[src/rtl/spike_ingress_pkg.sv]
// spike_ingress_pkg: shared types and constants for the spike ingress queue.
//   spike_pkt_t        packet layout {tag, axon_idx}
//   REG_*              register word offsets (byte address bits [3:2])
//   STATUS_* / CTRL_*  bit positions inside the STATUS and CTRL registers
//   pack_status()      assembles the STATUS read word
package spike_ingress_pkg;

    typedef struct packed {
        logic [7:0] tag;
        logic [7:0] axon_idx;
    } spike_pkt_t;

    localparam logic [1:0] REG_PUSH   = 2'd0;
    localparam logic [1:0] REG_STATUS = 2'd1;
    localparam logic [1:0] REG_CTRL   = 2'd2;
    localparam logic [1:0] REG_OVFCNT = 2'd3;

    localparam int unsigned STATUS_EMPTY     = 0;
    localparam int unsigned STATUS_FULL      = 1;
    localparam int unsigned STATUS_OVF       = 2;
    localparam int unsigned STATUS_COUNT_LSB = 8;

    localparam int unsigned CTRL_FLUSH   = 0;
    localparam int unsigned CTRL_CLR_OVF = 1;

    function automatic logic [31:0] pack_status(input logic       empty,
                                                input logic       full,
                                                input logic       ovf,
                                                input logic [7:0] count);
        logic [31:0] s;
        s                           = '0;
        s[STATUS_EMPTY]             = empty;
        s[STATUS_FULL]              = full;
        s[STATUS_OVF]               = ovf;
        s[STATUS_COUNT_LSB +: 8]    = count;
        return s;
    endfunction

endpackage

[src/rtl/sync_fifo.sv]
// sync_fifo: single-clock first-word-fall-through FIFO.
//   clk, rst_n    clock, asynchronous active-low reset
//   push_i        write wdata_i (ignored when full)
//   pop_i         advance past the head entry (ignored when empty)
//   flush_i       empty the FIFO; wins over a same-cycle push or pop
//   wdata_i       write data
//   rdata_o       head entry, 0 while empty
//   full_o        count == DEPTH
//   empty_o       count == 0
//   count_o       number of stored entries
module sync_fifo
    import spike_ingress_pkg::*;
#(
    parameter int unsigned DEPTH = 16,
    parameter int unsigned WIDTH = 16,
    localparam int unsigned AW   = $clog2(DEPTH),
    localparam int unsigned CW   = $clog2(DEPTH + 1)
) (
    input  logic             clk,
    input  logic             rst_n,
    input  logic             push_i,
    input  logic             pop_i,
    input  logic             flush_i,
    input  logic [WIDTH-1:0] wdata_i,
    output logic [WIDTH-1:0] rdata_o,
    output logic             full_o,
    output logic             empty_o,
    output logic [CW-1:0]    count_o
);

    logic [WIDTH-1:0] mem [DEPTH];
    logic [AW-1:0]    wr_ptr_q, rd_ptr_q;
    logic [CW-1:0]    count_q;
    logic             push_ok, pop_ok;

    always_comb begin
        full_o  = (count_q == CW'(DEPTH));
        empty_o = (count_q == '0);
        count_o = count_q;
        push_ok = push_i & ~full_o;
        pop_ok  = pop_i & ~empty_o;
        // Gate the head so the output is 0 (not stale storage) when empty.
        rdata_o = empty_o ? '0 : mem[rd_ptr_q];
    end

    always_ff @(posedge clk or negedge rst_n) begin
        if (!rst_n) begin
            wr_ptr_q <= '0;
            rd_ptr_q <= '0;
            count_q  <= '0;
        end else if (flush_i) begin
            wr_ptr_q <= '0;
            rd_ptr_q <= '0;
            count_q  <= '0;
        end else begin
            if (push_ok) wr_ptr_q <= wr_ptr_q + AW'(1);
            if (pop_ok)  rd_ptr_q <= rd_ptr_q + AW'(1);
            if (push_ok && !pop_ok)      count_q <= count_q + CW'(1);
            else if (!push_ok && pop_ok) count_q <= count_q - CW'(1);
        end
    end

    // Storage has no reset; entries are only visible once written.
    always_ff @(posedge clk) begin
        if (push_ok && !flush_i) mem[wr_ptr_q] <= wdata_i;
    end

endmodule

[src/rtl/spike_ingress_queue.sv]
// spike_ingress_queue: Wishbone-mapped spike packet FIFO feeding neuron_core.
//   clk, rst_n             clock, asynchronous active-low reset
//   wbs_cyc_i .. wbs_dat_i Wishbone slave inputs (16-byte window at BASE_ADDR)
//   wbs_ack_o, wbs_dat_o   registered one-cycle ack; read data valid only on ack
//   pkt_valid_o/ready_i    valid/ready stream to neuron_core
//   pkt_data_o             head packet {tag, axon_idx}, first-word fall-through
//   ovf_irq_o              level interrupt: sticky overflow flag
// Registers: 0x0 PUSH(W), 0x4 STATUS(R), 0x8 CTRL(W: flush, clear ovf), 0xC drop counter.
// Build option: define SPIKE_INGRESS_OVF_CNT_EN to add the 16-bit saturating drop counter
// at 0xC; without it 0xC reads 0.
module spike_ingress_queue
    import spike_ingress_pkg::*;
#(
    parameter int unsigned DEPTH     = 16,
    parameter int unsigned PKT_W     = 16,
    parameter logic [31:0] BASE_ADDR = 32'h3000_1000
) (
    input  logic             clk,
    input  logic             rst_n,
    input  logic             wbs_cyc_i,
    input  logic             wbs_stb_i,
    input  logic             wbs_we_i,
    input  logic [3:0]       wbs_sel_i,
    input  logic [31:0]      wbs_adr_i,
    input  logic [31:0]      wbs_dat_i,
    output logic             wbs_ack_o,
    output logic [31:0]      wbs_dat_o,
    output logic             pkt_valid_o,
    output logic [PKT_W-1:0] pkt_data_o,
    input  logic             pkt_ready_i,
    output logic             ovf_irq_o
);

    localparam int unsigned CW = $clog2(DEPTH + 1);

    logic          hit, ack_q, ack_d;
    logic          wr_en, rd_en, ctrl_wr;
    logic [1:0]    offset;
    logic          push_req, pop, flush, clr_ovf, drop;
    logic          ovf_q, ovf_d;
    logic          fifo_full, fifo_empty;
    logic [CW-1:0] fifo_count;
    logic [31:0]   rdata;
    logic          unused_bits;

    assign unused_bits = ^{wbs_sel_i[3:2], wbs_adr_i[1:0], wbs_dat_i[31:PKT_W]};

    always_comb begin
        offset  = wbs_adr_i[3:2];
        hit     = wbs_cyc_i & wbs_stb_i & (wbs_adr_i[31:4] == BASE_ADDR[31:4]);
        ack_d   = hit & ~ack_q;
        // All side effects are qualified by the registered ack, so each access acts once.
        wr_en   = ack_q & wbs_we_i;
        rd_en   = ack_q & ~wbs_we_i;
        ctrl_wr = wr_en & (offset == REG_CTRL);
        push_req = wr_en & (offset == REG_PUSH) & (wbs_sel_i[1:0] == 2'b11);
        flush    = ctrl_wr & wbs_dat_i[CTRL_FLUSH];
        clr_ovf  = ctrl_wr & wbs_dat_i[CTRL_CLR_OVF];
        pop      = ~fifo_empty & pkt_ready_i;
        // Fullness is the pre-cycle state: a same-cycle pop does not make room.
        drop     = push_req & fifo_full & ~flush;
        ovf_d    = ovf_q;
        if (drop)         ovf_d = 1'b1;
        else if (clr_ovf) ovf_d = 1'b0;
    end

    always_ff @(posedge clk or negedge rst_n) begin
        if (!rst_n) begin
            ack_q <= 1'b0;
            ovf_q <= 1'b0;
        end else begin
            ack_q <= ack_d;
            ovf_q <= ovf_d;
        end
    end

    sync_fifo #(
        .DEPTH (DEPTH),
        .WIDTH (PKT_W)
    ) u_fifo (
        .clk     (clk),
        .rst_n   (rst_n),
        .push_i  (push_req),
        .pop_i   (pop),
        .flush_i (flush),
        .wdata_i (wbs_dat_i[PKT_W-1:0]),
        .rdata_o (pkt_data_o),
        .full_o  (fifo_full),
        .empty_o (fifo_empty),
        .count_o (fifo_count)
    );

`ifdef SPIKE_INGRESS_OVF_CNT_EN
    logic [15:0] drop_cnt_q;
    logic        cnt_clr;

    assign cnt_clr = wr_en & (offset == REG_OVFCNT);

    // A clear wins over a coincident drop.
    always_ff @(posedge clk or negedge rst_n) begin
        if (!rst_n) begin
            drop_cnt_q <= '0;
        end else if (cnt_clr) begin
            drop_cnt_q <= '0;
        end else if (drop && drop_cnt_q != 16'hFFFF) begin
            drop_cnt_q <= drop_cnt_q + 16'd1;
        end
    end
`endif

    always_comb begin
        rdata = '0;
        case (offset)
            REG_STATUS: rdata = pack_status(fifo_empty, fifo_full, ovf_q, 8'(fifo_count));
`ifdef SPIKE_INGRESS_OVF_CNT_EN
            REG_OVFCNT: rdata = {16'h0, drop_cnt_q};
`endif
            default:    rdata = '0;
        endcase
    end

    always_comb begin
        wbs_ack_o   = ack_q;
        wbs_dat_o   = rd_en ? rdata : '0;
        pkt_valid_o = ~fifo_empty;
        ovf_irq_o   = ovf_q;
    end

endmodule

[config.mk]
export PLATFORM = sky130hd
export DESIGN_NAME = spike_ingress_queue
export DESIGN_NICKNAME = d
export VERILOG_FILES = /design/src/rtl/spike_ingress_pkg.sv /design/src/rtl/sync_fifo.sv /design/src/rtl/spike_ingress_queue.sv
export SDC_FILE = /design/constraint.sdc
export NUM_CORES = 1
export LEC_CHECK = 0
export CAP_MARGIN = 10
export CORE_AREA = 2 2 139 141
export DETAILED_ROUTE_END_ITERATION = 16
export DIE_AREA = 0 0 141 143
export GPL_TIMING_DRIVEN = 0
export PLACE_DENSITY = 0.83
export SLEW_MARGIN = 20
export SYNTH_ARGS = -nofsm -noshare
export SYNTH_HDL_FRONTEND = slang
export SYNTH_SLANG_ARGS = --single-unit
export TNS_END_PERCENT = 1
[constraint.sdc]
create_clock -name clk -period 8.55 [get_ports clk]
set_input_delay 1.71 -clock clk [delete_from_list [all_inputs] [get_ports clk]]
set_output_delay 1.71 -clock clk [all_outputs]
set_load 0.05 [all_outputs]
# Word-level counts from Yosys, hierarchy flattened
# Memories as Yosys holds them, arrays and structs flattened.
# Index checks and enable logic that the tools add are counted.
op_classes:
  n_eq_ne: 5
  mux: 14
  add_sub_neg: 4
  bitwise_logic: 20
  reduce_logical: 12
op_table:
  columns: ["op", "n"]
  rows:
  - ["32-bit two-way mux", 1]
  - ["28-bit by 26-bit equality test with 1-bit output, second input constant", 1]
  - ["16-bit two-way mux", 1]
  - ["4-bit two-way mux", 4]
  - ["1-bit bitwise AND", 15]
  - ["5-bit two-way mux", 3]
  - ["13-bit two-way mux", 1]
  - ["4-bit by 1-bit adder with 4-bit output, second input constant", 2]
  - ["2-bit nonzero test", 3]
  - ["5-bit by 1-bit adder with 5-bit output, second input constant", 1]
  - ["5-bit equality test, second input constant", 1]
  - ["5-bit zero test", 1]
  - ["1-bit NOT", 5]
  - ["5-bit by 1-bit subtractor with 5-bit output, second input constant", 1]
  - ["2-bit equality test, second input constant", 2]
  - ["1-bit two-way mux", 4]
  - ["1-bit logical AND", 3]
  - ["1-bit zero test", 3]
  - ["3-bit nonzero test", 1]
  - ["2-bit by 1-bit equality test with 1-bit output, second input constant", 1]
  - ["2-bit zero test", 1]
word_totals:
  wordCells: 61
  memories: 1
  ff_bits: 15
  in_bits: 74
  mem_bits_rw: 256
  output_inout_bits: 51
mem_list:
  columns: ["memory", "depth", "word_bits", "rd", "rd_clocked_by_memory_dff", "wr", "line_no", "source"]
  rows:
  - ["u_fifo.mem", 16, 16, 1, 0, 1, "sync_fifo.sv:31", "logic [WIDTH-1:0] mem [DEPTH];"]

# Logic depth before layout (Yosys ltp)
# Gate-level depths: netlist of run 1.
logic_depth:
  depth_word: 9
  mapped_depth: 10

# Modules after synthesis
# A second synthesis of run 1 with hierarchy kept.
unflattened:
  hier_cells: 553
  area_unflattened_um2: 11098.1
by_module_without_submodules:
  columns: ["module", "instances", "area_per_inst_um2", "seq_area_each_um2", "cells_per_inst"]
  rows:
  - ["sync_fifo", 1, 10660.2, 8012.7, 496]
  - ["spike_ingress_queue", 1, 437.9, 50.0, 57]

# Least setup slack after synthesis of run 1
# No wires, ideal clock.
synth_path:
  kind: "input -> output"
  from: "in wbs_we_i"
  to: "out wbs_dat_o[0]"
  t_arrival_ps: 3025
  t_required_ps: 6840
  n_path_buf: 0
  cell_stages: 2
  slack_ps: 3815
  cell_sequence: "nor4bb_1 nor2b_1"
synth_via:
  elab_chain_cells: 3
synth_lines:
  columns: ["item", "line_no", "source"]
  rows:
  - ["start, declared", "spike_ingress_queue.sv:22", "input logic wbs_we_i,"]
  - ["1-bit NOT", "spike_ingress_queue.sv:54", "rd_en = ack_q & ~wbs_we_i;"]
  - ["1-bit bitwise AND", "spike_ingress_queue.sv:54", null]
  - ["32-bit two-way mux", "spike_ingress_queue.sv:124", "wbs_dat_o = rd_en ? rdata : '0;"]
  - ["end, declared", "spike_ingress_queue.sv:27", "output logic [31:0] wbs_dat_o,"]
# No other way between the ends.

# Worst setup path after layout of run 1
layout_path:
  from: "in wbs_adr_i[2]"
  to: "out wbs_dat_o[1]"
layout_via:
  elab_chain_cells: 3
layout_lines:
  columns: ["item", "line_no", "source"]
  rows:
  - ["start, declared", "spike_ingress_queue.sv:24", "input logic [31:0] wbs_adr_i,"]
  - ["2-bit by 1-bit equality test with 1-bit output", "spike_ingress_queue.sv:113", "case (offset)"]
  - ["13-bit two-way mux", "spike_ingress_queue.sv:113", null]
  - ["32-bit two-way mux", "spike_ingress_queue.sv:124", null]
# No other way between the ends.

==> reports/results.txt, run 1 <==
Max Clock Freq -> 174 MHz
Reg2reg path depth -> 5
Worst-path clk slew -> 0.06 ns
FF-to-FF setup slack -> 5.62 ns
Outcome -> finished, final reports clean
Hold_buf cts -> 0
Pwr Density -> 197 nW/µm²
Worst setup SP type -> primary input
Worst vdd rail ir drop -> 0.114 mV
Setup TNS -> 0 ns
Gp weighted congestion -> 0.808
H-tree Lvls -> 1
Drt drc -> 0
Worst R2R End -> u_fifo.mem[1][13]$_DFFE_PP_
Delay-heaviest family, CP -> buffers and inverters
Seq cells post-synth -> 271
Row cnt -> 50
Minimum clock period -> 5.76 ns
Area after DPL -> 12300 µm²
Hold wc startpoint -> ovf_irq_o$_DFFE_PN0P_
Slew Limit Fails -> 0
Total power -> 0.00259 W
Layout Skew -> 0.00951 ns
CP max FO -> 8
Part of the cycle the worst path needs -> 67.3%
Least-Margin Pin Slew -> 1.11 ns
Via density -> 6.30
LEAKAGE -> 4.25 nW
Share of post-route cells with drive strength above 1 -> 22.0%
Warnings from Yosys -> 0
Layout area overhead -> 19.2%
Inserted Diodes -> 0
Die W -> 141 µm
Slack of the critical path -> 2.79 ns
Crit Reg-Reg Startpoint -> u_fifo.count_o[0]$_DFFE_PN0P_
Hold Crit Depth -> 2
Sequential share of the synthesized area -> 73.2%
Worst path bufs/invs -> 2
CTS Buffer Depth -> 3
CP required -> 6.84 ns
DIE AREA -> 20200 µm²
IO Port Bufs -> 80
Synth Instances -> 552
Hold path endpoint -> ovf_irq_o$_DFFE_PN0P_
Worst hold-check path type -> reg2reg
Core Area -> 18600 µm²
Critical-path top delay cell -> clkdlybuf4s50_1
Clk root buf -> clkbuf_16
Fin. Hold Viols -> 0
Largest net degree at the start of global routing -> 18
Most frequent cell on the critical path -> clkdlybuf4s50_1
Total grt overflow -> 0
I/O Pins -> 125
Total iterations of the first detailed-routing run -> 5
Post-Synthesis Cell Area -> 11000 µm²
Critical path class -> in2out
Slew headroom -> 25.7%
Pre-CTS WS -> 2.84 ns
Max Cap Violations -> 0
First-pass GRT wire length -> 37300 µm
Initial Util -> 59.3%
Final nets -> 779
Final ANT Viol Nets -> 0
Total track usage -> 25.8%
CP arrival -> 4.05 ns
Buffer count from post-CTS setup fixing -> 0
Netlist cell types -> 42
Slowest stage delay, CP -> 0.80 ns
Design Area, Final -> 13100 µm²
Vias -> 5970
DPL Wire Length -> 15200 µm
Initial DRC count -> 775
FILL cells -> 1098
CP endpoint kind -> output port
Routed WL per cell -> 26.5 µm
Clk Latency, worst-skew pair -> 0.53 ns
RSZ-0062 raised after global routing -> no
Critical path cell sequence -> clkdlybuf4s50_1 -> nor4bb_1 -> and3_1 -> clkdlybuf4s50_1
Post-cts sizing count -> 0
TritonCTS Buffers -> 26
Syn_area_per_cell -> 19.9 µm²
TritonCTS clock tree -> done
DRT Wirelength -> 25100 µm
Die H -> 143 µm
Sink Count -> 271
Initial antenna violation count -> 0
Vias in the first global route -> 6178
Setup violations, final -> 0
layout by cell type, fill, tap and decap left out, drive strengths merged, types with 15 or more instances in the layout:
| cell | n |
|---|---|
| edfxtp | 256 |
| dfrtp | 15 |
| clkbuf | 46 |
| mux2i | 34 |
| mux4 | 64 |
| and2 | 15 |
| buf | 52 |
| clkdlybuf4s50 | 80 |
| conb | 24 |
| o22ai | 16 |
cells in the mapped netlist, drive strengths merged:
library cell | n | area [µm²]
edfxtp | 256 | 7690
mux4 | 64 | 1440
buf | 40 | 254
mux2i | 34 | 340
o22ai | 16 | 100
and2 | 15 | 93.8
dfrtp | 15 | 375
nor2 | 14 | 52.6
nand2 | 12 | 45.0
nor3 | 10 | 55.1
clkbuf | 9 | 33.8
ha | 9 | 113
inv | 6 | 22.5
nand3 | 5 | 25.0
nor4 | 5 | 37.5
xor2 | 5 | 43.8
a21oi | 4 | 20.0
nand4 | 4 | 25.0
and3 | 3 | 18.8
nand2b | 3 | 18.8
o21ai | 3 | 26.3
xnor2 | 3 | 33.8
a211oi | 2 | 20.0
nor2b | 2 | 12.5
nor3b | 2 | 15.0
o31ai | 2 | 15.0
and4 | 1 | 8.76
conb | 1 | 3.75
fa | 1 | 20.0
nand3b | 1 | 7.51
nand4b | 1 | 8.76
nor4b | 1 | 8.76
nor4bb | 1 | 10.0
or3 | 1 | 6.26
or4 | 1 | 11.3
flip-flops by register name, summed over array words and instances, names as in the netlist:
signal / cells
ovf_irq_o: 1
u_fifo.mem: 256
u_fifo.rd_ptr_q: 4
u_fifo.count_o: 5
wbs_ack_o: 1
u_fifo.wr_ptr_q: 4
power breakdown:
group          internal (W)  leakage (nW)  switching (W)
sequential          0.00145          2.50  0.00000000124
clock              0.000608         0.382       0.000456
combinational     0.0000297          1.36      0.0000460
worst register-to-register path, delay by kind of cell (launching register included):
kind	cells	cell delay, ns
AO/OA/AOI/OAI	1	0.39
flip-flops	1	0.49
AND/OR/NAND/NOR	3	1.38
buffers and inverters	1	0.29
metal layers:
| layer | vias to the layer above | share of wire, % | track usage, % |
|---|---|---|---|
| met1 | 2989 | 36 | 33.5 |
| met4 | 0 | 4.5 | 11.5 |
| met3 | 71 | 9.8 | 4.80 |
| met2 | 421 | 49 | 43.4 |
| met5 | - | 0 | 0 |
| li1 | 2489 | - | - |
metrics by stage:
step	hold slack (ns)	cells	util, %
CTS	0.531	948	70.6
global placement	0.493	889	65.6
floorplan	0.538	575	-
detailed placement	0.512	901	66.4
global route	0.589	948	70.6
finish	0.528	948	70.6
layout make-up:
| cell class | count | area (µm²) | share of cell area [%] |
|---|---|---|---|
| Clock buffer | 37 | 713 | 5.43 |
| Inverter | 6 | 22.5 | 0.172 |
| Buffer | 49 | 288 | 2.19 |
| Sequential cell | 271 | 8060 | 61.4 |
| Tap cell | 234 | 293 | 2.23 |
| Multi-Input combinational cell | 249 | 2750 | 21.0 |
| Clock inverter | 10 | 72.6 | 0.553 |
| Timing Repair Buffer | 92 | 921 | 7.02 |
how the worst max path moves through the flow:
stage	slack (ns)	endpoint	startpoint	cells past startpoint
floorplan	3.81	wbs_dat_o[0]	wbs_we_i	2
global placement	2.68	u_fifo.mem[7][6]$_DFFE_PP_	wbs_adr_i[3]	6
detailed placement	2.84	wbs_dat_o[1]	wbs_adr_i[2]	4
CTS	2.82	wbs_dat_o[1]	wbs_adr_i[2]	4
global route	2.71	wbs_dat_o[11]	wbs_adr_i[2]	4
finish	2.79	wbs_dat_o[1]	wbs_adr_i[2]	4
kinds of logic (layout without fill, tap and decap cells):
group	Yosys count	after routing	synth area share [%]
AOI/OAI and AO/OA	27	27	1.65
buffers and inverters	55	194	2.82
adders and majority gates	10	10	1.20
xor gates and xnor gates	8	8	0.705
DFF	271	271	73.2
other	1	24	0.0341
muxes	98	98	16.2
and+or+nand+nor	82	82	4.18
(Power assumes the default switching activity.)
==> run 2, diff against run 1 <==
--- a/config.mk
+++ b/config.mk
@@ -6,11 +6,11 @@
 export NUM_CORES = 1
 export LEC_CHECK = 0
 export CAP_MARGIN = 10
-export CORE_AREA = 2 2 139 141
+export CORE_AREA = 2 2 144 146
 export DETAILED_ROUTE_END_ITERATION = 16
-export DIE_AREA = 0 0 141 143
+export DIE_AREA = 0 0 146 148
 export GPL_TIMING_DRIVEN = 0
-export PLACE_DENSITY = 0.83
+export PLACE_DENSITY = 0.78
 export SLEW_MARGIN = 20
 export SYNTH_ARGS = -nofsm -noshare
 export SYNTH_HDL_FRONTEND = slang
==> constraint.sdc (replaced) <==
create_clock -name clk -period 5.3 [get_ports clk]
set_input_delay 1.06 -clock clk [delete_from_list [all_inputs] [get_ports clk]]
set_output_delay 1.06 -clock clk [all_outputs]
set_load 0.05 [all_outputs]
==> reports/results.txt, run 2 (synthesized netlist as in run 1, its figures left out) <==
Outcome -> finished, final reports clean
Slew Limit Fails -> 0
Most common library cell in the layout ignoring fill and taps -> edfxtp_1
FF-to-FF setup slack -> 2.28 ns
Critical-path top delay cell -> clkdlybuf4s50_1
Routed WL per cell -> 24.0 µm
Hold wc startpoint -> ovf_irq_o$_DFFE_PN0P_
Setup TNS -> 0 ns
Worst hold-check path type -> reg2reg
FF+latch area -> 8060 µm²
Share of post-route cells with drive strength above 1 -> 23.2%
Slew headroom -> 31.0%
Hold Crit Depth -> 2
Cell internal pwr -> 0.00347 W
Crit. Startpoint -> u_fifo.rd_ptr_q[1]$_DFFE_PN0P_
Total track usage -> 22.1%
Max Cap Violations -> 0
Row cnt -> 52
Reg2reg path depth -> 5
Layout area overhead -> 20.1%
Fin. Hold Viols -> 0
Drt drc -> 0
DPL Wire Length -> 15400 µm
Buffer count from post-CTS setup fixing -> 0
IO Port Bufs -> 80
Crit Reg-Reg Startpoint -> u_fifo.count_o[0]$_DFFE_PN0P_
CTS Buffer Depth -> 3
First-pass GRT wire length -> 35600 µm
Die H -> 148 µm
Initial antenna violation count -> 1
Initial Util -> 54.9%
Total grt overflow -> 0
CP max FO -> 10
Clock power share -> 42.8%
CP endpoint kind -> output port
Clk Latency, worst-skew pair -> 0.53 ns
Total power -> 0.00431 W
CP required -> 4.24 ns
Pwr Density -> 326 nW/µm²
Slowest stage delay, CP -> 0.88 ns
TritonCTS Buffers -> 26
Sw Ratio -> 19.6%
FILL cells -> 1333
DIE AREA -> 21600 µm²
Comb pwr share -> 2.9%
H-tree Lvls -> 1
Worst setup SP type -> register
Via density -> 5.91
Final nets -> 779
Layout Skew -> 0.0200 ns
Hold_buf cts -> 0
Most flops, register -> u_fifo.mem
Critical path class -> reg2out
Max Clock Freq -> 214 MHz
CP arrival -> 3.60 ns
Sink Count -> 271
Clk root buf -> clkbuf_16
Least-Margin Pin Slew -> 1.04 ns
Hold path endpoint -> ovf_irq_o$_DFFE_PN0P_
Vias in the first global route -> 6018
Minimum clock period -> 4.66 ns
Largest register FFs -> 256
DRT Wirelength -> 23600 µm
RSZ-0062 raised after global routing -> no
Worst-path clk slew -> 0.06 ns
Critical path cell sequence -> buf_2 -> clkbuf_1 -> mux4_2 -> mux2i_1 -> o22ai_1 -> clkdlybuf4s50_1
Post-cts sizing count -> 0
Largest net degree at the start of global routing -> 18
Inserted Diodes -> 0
LEAKAGE -> 4.27 nW
Worst path bufs/invs -> 3
I/O Pins -> 125
Core Area -> 20000 µm²
Share of power burned in registers -> 54.3%
Worst R2R End -> u_fifo.mem[1][0]$_DFFE_PP_
Part of the cycle the worst path needs -> 88.0%
Vias -> 5820
TritonCTS clock tree -> done
Multi-input gate area -> 2750 µm²
Gp weighted congestion -> 0.845
Initial DRC count -> 453
Most frequent cells in the layout -> edfxtp_1 (256), clkdlybuf4s50_1 (80), mux4_2 (64)
Setup violations, final -> 0
Total iterations of the first detailed-routing run -> 4
Final ANT Viol Nets -> 0
Delay-heaviest family, CP -> buffers and inverters
Layout Utilization -> 66.0%
P_sw -> 0.000848 W
Die W -> 146 µm
Worst vdd rail ir drop -> 0.211 mV
## run 2: changes by cell type in the layout (fill, tap and decap cells not counted)
cell | before | now
buf_6 | 0 | 4
bufinv_16 | 1 | 3
clkinv_1 | 5 | 2
buf_8 | 4 | 0
clkinv_2 | 3 | 7
clkbuf_1 | 19 | 13
clkinvlp_4 | 0 | 3
## run 2: cell type report
cell class                 instances  share of cell area, %
sequential                       271                   61.0
inverter                           6                  0.170
tap                              270                   2.55
buffer                            49                   2.18
clock buffer                      31                   5.22
timing repair buffer              92                   6.85
multi-input combinational        249                   20.8
clock inverter                    16                   1.24
## run 2: layer usage
layer	routed length (µm)	global-route usage, %
met3	1990	4.35
met5	0	0
met2	11800	37.2
met4	561	6.17
met1	9290	29.9
## run 2: worst register-to-register path: stages (launching register included)
cell and delay [ns]:
dfrtp_1 0.51, nor4_2 0.13, a211oi_2 0.40, buf_2 0.29, nor3b_1 0.42, and2_1 0.89
## run 2: worst max-delay path by stage
stage | end | slack, ns | cells after the start
6_report | pkt_data_o[0] | 0.64 | 6
5_1_grt | pkt_data_o[7] | 0.50 | 6
4_1_cts | pkt_data_o[7] | 0.64 | 5
3_5_place_dp | wbs_dat_o[1] | 0.91 | 4
3_3_place_gp | u_fifo.mem[4][15]$_DFFE_PP_ | 0.30 | 6
2_1_floorplan | u_fifo.mem[4][0]$_DFFE_PP_ | 1.84 | 5
## run 2: power groups by stage
| stage | Combinational [W] | Sequential (W) | Clock [W] |
|---|---|---|---|
| 2_1_floorplan | 0.0000534 | 0.00239 | 0 |
| 3_3_place_gp | 0.000120 | 0.00239 | 0 |
| 3_5_place_dp | 0.000125 | 0.00239 | 0 |
| 4_1_cts | 0.000125 | 0.00234 | 0.00187 |
| 5_1_grt | 0.000133 | 0.00234 | 0.00195 |
| 6_report | 0.000126 | 0.00234 | 0.00185 |
## run 2: per-stage QoR
stage	setup slack (ns)	cell area (µm²)	instances	hold WS (ns)
global route	0.497	13200	984	0.591
CTS	0.640	13200	984	0.529
floorplan	1.84	11100	575	0.538
detailed placement	0.909	12400	937	0.503
global placement	0.302	12200	925	0.491
finish	0.636	13200	984	0.526
==> run 3, diff against run 2 <==
--- a/config.mk
+++ b/config.mk
@@ -11,6 +11,7 @@
 export DIE_AREA = 0 0 146 148
 export GPL_TIMING_DRIVEN = 0
 export PLACE_DENSITY = 0.78
+export SKIP_LAST_GASP = 1
 export SLEW_MARGIN = 20
 export SYNTH_ARGS = -nofsm -noshare
 export SYNTH_HDL_FRONTEND = slang
==> results of run 3 <==
Final layout, timing and power as in run 2 (identical DEF).
